**src/rtl/frame_fn_eval.sv**
```systemverilog
// frame_fn_eval: streaming frame reducer.
// Popcounts each accepted WIDTH-bit beat and accumulates over a frame delimited
// by in_last, or force-closed after MAX_BEATS beats. One decision bit (parity,
// majority, all-ones or any-one) is emitted per frame, with the ones count,
// the beat count and an overflow flag. Valid/ready handshakes on both sides.
module frame_fn_eval #(
    parameter int WIDTH     = 5,
    parameter int MAX_BEATS = 8,
    localparam int CW       = $clog2(WIDTH*MAX_BEATS+1),
    localparam int BW       = $clog2(MAX_BEATS+1)
) (
    input  logic             clk,
    input  logic             rst_n,
    input  logic             in_valid,
    output logic             in_ready,
    input  logic [WIDTH-1:0] in_data,
    input  logic [1:0]       in_mode,
    input  logic             in_last,
    output logic             out_valid,
    input  logic             out_ready,
    output logic             out_f,
    output logic [CW-1:0]    out_count,
    output logic [BW-1:0]    out_beats,
    output logic             out_ovf
);

    localparam int              PCW     = $clog2(WIDTH+1);
    localparam logic [CW:0]     WIDTH_X = (CW+1)'(WIDTH);
    localparam logic [BW-1:0]   MAX_B   = BW'(MAX_BEATS);

    typedef enum logic {
        IDLE,
        ACC
    } state_t;

    typedef enum logic [1:0] {
        MODE_PARITY = 2'd0,
        MODE_MAJ    = 2'd1,
        MODE_ALL    = 2'd2,
        MODE_ANY    = 2'd3
    } mode_t;

    state_t          state;
    logic [CW-1:0]   acc_q;
    logic [BW-1:0]   beat_q;
    logic [1:0]      mode_q;

    logic [PCW-1:0]  pc;
    logic            accept;
    logic [CW-1:0]   acc_n;
    logic [BW-1:0]   beat_n;
    logic [1:0]      mode_n;
    logic            close;
    logic            ovf_n;
    logic            f_n;
    logic [CW:0]     two_acc;
    logic [CW:0]     beats_x;
    logic [CW:0]     total_bits;

    // A pending result blocks input only while the consumer is stalling it.
    assign in_ready = !out_valid || out_ready;
    assign accept   = in_valid && in_ready;

    // Number of ones in the current input beat.
    always_comb begin
        // NOTE: every signal written in always_comb gets a default first so no latch is inferred.
        pc = '0;
        for (int i = 0; i < WIDTH; i++) begin
            pc = pc + PCW'(in_data[i]);
        end
    end

    // Frame totals including the current beat; the first beat starts fresh and latches the mode.
    always_comb begin
        if (state == IDLE) begin
            acc_n  = CW'(pc);
            beat_n = BW'(1);
            mode_n = in_mode;
        end else begin
            acc_n  = acc_q + CW'(pc);
            beat_n = beat_q + BW'(1);
            mode_n = mode_q;
        end
        close = accept && (in_last || (beat_n == MAX_B));
        ovf_n = !in_last;
    end

    // Reduction decision over the frame totals, compared one bit wider than the counter.
    always_comb begin
        two_acc             = {acc_n, 1'b0};
        beats_x             = '0;
        beats_x[BW-1:0]     = beat_n;
        total_bits          = WIDTH_X * beats_x;
        case (mode_t'(mode_n))
            MODE_PARITY: f_n = acc_n[0];
            MODE_MAJ:    f_n = (two_acc > total_bits);
            MODE_ALL:    f_n = ({1'b0, acc_n} == total_bits);
            default:     f_n = (acc_n != '0);
        endcase
    end

    // Frame FSM, accumulators and registered result outputs.
    always_ff @(posedge clk or negedge rst_n) begin
        if (!rst_n) begin
            state     <= IDLE;
            acc_q     <= '0;
            beat_q    <= '0;
            mode_q    <= '0;
            out_valid <= 1'b0;
            out_f     <= 1'b0;
            out_count <= '0;
            out_beats <= '0;
            out_ovf   <= 1'b0;
        end else begin
            // NOTE: sequential state uses non-blocking assignments; the later load below overrides the clear.
            if (accept) begin
                acc_q  <= acc_n;
                beat_q <= beat_n;
                mode_q <= mode_n;
                state  <= close ? IDLE : ACC;
            end
            if (out_valid && out_ready) begin
                out_valid <= 1'b0;
            end
            if (close) begin
                out_valid <= 1'b1;
                out_f     <= f_n;
                out_count <= acc_n;
                out_beats <= beat_n;
                out_ovf   <= ovf_n;
            end
        end
    end

endmodule

```
**config.mk**
```make
export PLATFORM = sky130hd
export DESIGN_NAME = frame_fn_eval
export DESIGN_NICKNAME = d
export VERILOG_FILES = /design/src/rtl/frame_fn_eval.sv
export SDC_FILE = /design/constraint.sdc
export NUM_CORES = 1
export LEC_CHECK = 0
export ABC_AREA = 1
export BUFFER_PORTS_ARGS = -buffer_cell sky130_fd_sc_hd__buf_2
export CORE_AREA = 5 5 85 87
export CTS_CLUSTER_DIAMETER = 40
export CTS_CLUSTER_SIZE = 12
export DETAILED_ROUTE_END_ITERATION = 12
export DIE_AREA = 0 0 90 92
export SYNTH_ARGS = -nofsm -noshare
export SYNTH_HDL_FRONTEND = slang
export SYNTH_SLANG_ARGS = --single-unit
```
**constraint.sdc**
```tcl
create_clock -name clk -period 5.9 [get_ports clk]
set_input_delay 0.59 -clock clk [delete_from_list [all_inputs] [get_ports clk]]
set_output_delay 0.59 -clock clk [all_outputs]
set_load 0.01 [all_outputs]
```
Word level (Yosys, flattened, before mapping)
Index checks and enable logic that the tools add are counted.
W data, S select, Z words.
{"block": "op_classes", "reduce_logical": 10, "n_lt_le_gt_ge": 1, "multipliers": 1, "n_addsub": 6, "muxes": 7, "eq_ne": 4}
{"op": "$eq A6 B7 Y1", "count": 1}
{"op": "$gt A7 B7 Y1", "count": 1}
{"op": "$mul A3 B4 Y7 const A", "count": 1}
{"op": "$add A3 B1 Y3", "count": 2}
{"op": "$add A6 B3 Y6", "count": 1}
{"op": "$mux W6", "count": 1}
{"op": "$reduce_bool A6 Y1", "count": 1}
{"op": "$add A4 B1 Y4 const B", "count": 1}
{"op": "$eq A4 B4 Y1 const B", "count": 1}
{"op": "$mux W4", "count": 1}
{"op": "$add A2 B1 Y3", "count": 1}
{"op": "$logic_and A1 B1 Y1", "count": 3}
{"op": "$mux W1", "count": 3}
{"op": "$pmux W1 S3", "count": 1}
{"op": "$add A1 B1 Y2", "count": 1}
{"op": "$eq A2 B1 Y1 const B", "count": 1}
{"op": "$eq A2 B2 Y1 const B", "count": 1}
{"op": "$logic_not A1 Y1", "count": 2}
{"op": "$logic_not A2 Y1", "count": 1}
{"op": "$logic_or A1 B1 Y1", "count": 2}
{"op": "$mux W2", "count": 1}
{"op": "$reduce_bool A2 Y1", "count": 1}
{"block": "word_totals", "out_inout_bits": 14, "regBits": 26, "input_bits": 12, "wordCells": 38}

Longest topological paths before layout
{"block": "logic_depth", "depth_word": 8, "ltp_mapped": 24, "depth_no_buf": 24}

Least setup slack after synthesis
Ideal clock, no wire load.
{"block": "synth_path", "path_kind": "in2reg", "from": "input port in_data[0]", "to": "register out_f", "path_stages": 21, "arrival_ns": 3.489, "setup_time_ns": 0.116, "required_ns": 5.784, "setup_slack_ns": 2.294, "path_buffers": 0, "path_cell_list": "fa_1 > inv_1 > fa_1 > inv_1 > ha_1 > inv_1 > fa_1 > nand2_1 > o21a_1 > ha_1 > a21o_1 > a21oi_1 > nand2_1 > nand2_1 > nand2_1 > nand2_1 > nand2_1 > nand2_1 > nand2_1 > nand2_1 > nand2_1"}
{"block": "synth_between", "elab_chain_len": 8, "elab_cells_between_ends": 10, "cone_classes": "5 x add/sub; 1 x order compare; 1 x eq/ne; 2 x mux; 1 x reduce/logical"}
{"element": "from (decl)", "line": "16", "rtl": "input logic [WIDTH-1:0] in_data,"}
{"element": "$add A1 B1 Y2 *", "line": "69", "rtl": "pc = pc + PCW'(in_data[i]);"}
{"element": "$add A2 B1 Y3 *", "line": "69"}
{"element": "$add A3 B1 Y3 * (2 in series)", "line": "69"}
{"element": "$add A6 B3 Y6", "line": "80", "rtl": "acc_n = acc_q + CW'(pc);"}
{"element": "$mux W6 *", "line": "75", "rtl": "if (state == IDLE) begin"}
{"element": "net acc_n[1]", "line": "50", "rtl": "logic [CW-1:0] acc_n;"}
{"element": "$gt A7 B7 Y1 (tied with other cells)", "line": "96", "rtl": "MODE_MAJ: f_n = (two_acc > total_bits);"}
{"element": "$pmux W1 S3 *", "line": "94", "rtl": "case (mode_t'(mode_n))"}
{"element": "to (signal assigned)", "line": "127", "rtl": "out_f <= f_n;"}
{"element": "to (decl)", "line": "21", "rtl": "output logic out_f,"}
The timed path passes the listed nets; every way through them passes the cells marked *.
A chain may end at the register's enable or synchronous reset.

Final worst setup path
Ends and elaborated chain as after synthesis.

==> run summary <==
nets = 301
ys flop type = dfrtp_1
pin count of the biggest net entering global routing = 27
Die Footprint = 8280 um2
FF-to-FF Start = state
Critical Path Slowest Stage Cell = fa_1
CTS sink count = 26
initial antenna violation count = 0
crit-path cells = buf_2, fa_1, inv_1, fa_1, inv_1, ha_1, inv_1, fa_1, nand2_1, o21a_1, ha_1, a21o_1, a21oi_1, nand2_1, nand2_1, nand2_1, nand2_1, nand2_1, nand2_1, nand2_1, nand2_1, nand2_1
cell area after synthesis = 1850 um2
H-tree depth = 1
TritonRoute pass-1 iters = 4
Die H = 92 um
Slew @ Worst Pin = 0.710 ns
Fin. Hold Viols = 0
syn_nets = 276
worst-path fanout max = 4
# IOs = 26
DP HPWL = 3110 um
vias in the first global route = 1,549
Yosys reg bits = 26
critical path's largest stage delay = 0.53 ns
most frequent CP cell = nand2_1
most frequent cells in the layout = 75 x nand2_1, 39 x inv_1, 26 x dfrtp_1, 25 x buf_2, 19 x o21ai_0
Die Width = 90 um
most common cell after layout, fill and taps aside = nand2_1
fill count = 679
crit end category = register
Starting Density = 29.4%
Worst Path Required = 6.08 ns
Row Count = 29
cts hold-fix bufs = 0
Setup Buffers After CTS = 0
vias = 1,574
first-pass GRT wire length = 7040 um
CTS tree = yes
TNS Setup = 0 ns
Tcrit/Tclk final = 62.9%
Clock Tree Buf Depth = 2
Via density = 4.54
layout cells sized above 1 = 16.3%
RR Endpoint = out_f
WL/cell = 11.4 um
EDFF count, synth = 0
kind of critical path = in -> reg
Util after Layout = 33.1%
gr ovfl total = 0
Synth warnings = 0
leakage power = 0.00117 uW
pwr/cell area = 415 nW/um2
HP Class = in -> async
worst clock skew = 0.00115 ns
GPL Wtd Cong = 0.825
Peak supply drop = 0.156 mV
flip-flop and latch area = 651 um2
Slew HR = 52.5%
worst path arrival time = 3.89 ns
post-layout minimum cycle time = 3.71 ns
Layout area overhead = 12.3%
Syn Inst Count = 247
Distinct cells, synth = 28
CP startpoint kind = primary input
area of the multi-input gates = 1000 um2
max-slew violations = 0
port bufs = 25
R2R setup slack = 2.79 ns
reg2reg path depth = 17
routed wire length = 3960 um
root buf cell = clkbuf_8
Routed Antenna Nets = 0
fraction of registers with async set or reset after synthesis = 100%
Overall Global Routing Usage = 10.3%
Max Cap Viol = 0
cts repair resizes = 0
post-synthesis average cell area = 7.48 um2
RSZ-0062 raised after global routing = false
sequential area share after synthesis = 35.2%
status = finished clean
DR iter-0 viols = 85
Final Setup Violations = 0
CTS clock-pin slew for the worst setup and hold paths = 0.09 ns
core area = 6280 um2
TritonCTS buffer count = 3
Fmax = 0.270 GHz
Residual DRC = 0
# diodes = 0
Clock Latency Late Sink = 0.28 ns
## layout make-up
cell class	instances	share of cell area [%]
multi-input cells	175	48.3
flip-flops and latches	26	31.3
inverters	40	7.29
repair buffers	26	6.39
well taps	77	4.64
clock buffers	3	1.99
## state kept, by name, summed over array words and instances, names as in the netlist
name and cells:
acc_q 6, out_count 6, beat_q 4, out_beats 4
mode_q 2, out_f 1, out_ovf 1, out_valid 1
state 1
## kinds of logic after synthesis
group                    after synthesis  share of synthesized area (%)
adder cells (fa/ha/maj)               17                           13.1
XOR/XNOR                               1                          0.880
buffers and inverters                 46                           10.5
flip-flops                            26                           35.2
AO/OA/AOI/OAI                         30                           8.87
AND/OR/NAND/NOR                      127                           31.4
## synth_stat cells, types with 2 or more instances
master	instances	area, um2
nand2_4	3	33.8
dfrtp_1	26	651
a21oi_1	5	25.0
o21ai_0	19	95.1
nand4_1	6	37.5
clkbuf_1	2	7.51
ha_1	13	163
nand3_1	16	80.1
nand3_2	4	40.0
inv_1	39	146
buf_2	2	10.0
nand2_2	4	25.0
fa_1	4	80.1
a31oi_1	2	12.5
nor2_1	15	56.3
nand2_1	75	282
## critical path: cells and delay by family
family          cells  cell delay, ns
compound gates      3            0.51
simple gates       10            0.58
fa+ha+maj           5            1.86
buf+inv             4            0.36
## metal layers
layer	routed length, um	GRT usage (%)	vias up
met5	0	0	-
met4	51	2.98	0
met3	217	2.62	4
met2	1700	16.4	31
met1	1980	13.8	707
li1	-	-	832
## power breakdown
group	internal (uW)	switching [uW]
combinational	185	286
sequential	235	52.5
clock	46.0	56.7
## worst max path at each step
| stage | from | to | slack, ns | cells after the start |
|---|---|---|---|---|
| after floorplan | in_data[0] | out_f | 2.29 | 21 |
| after global placement | in_data[0] | out_f | 1.91 | 22 |
| after detailed placement | in_data[0] | out_f | 1.90 | 22 |
| after CTS | in_data[0] | out_f | 2.19 | 22 |
| after global routing | in_data[0] | out_f | 1.90 | 22 |
| final | in_data[0] | out_f | 2.19 | 22 |
## stage by stage
step                      setup slack, ns  instance area, um2  hold slack (ns)  power [uW]  instances
after floorplan                      2.29                1850            0.294         642        247
after global routing                 1.90                2080            0.372         963        347
after CTS                            2.19                2080            0.333         872        347
after detailed placement             1.90                2030            0.468         765        344
final                                2.19                2080            0.306         861        347
after global placement               1.91                2030            0.461         759        344
Note: power is estimated with default switching activity, not from simulation.
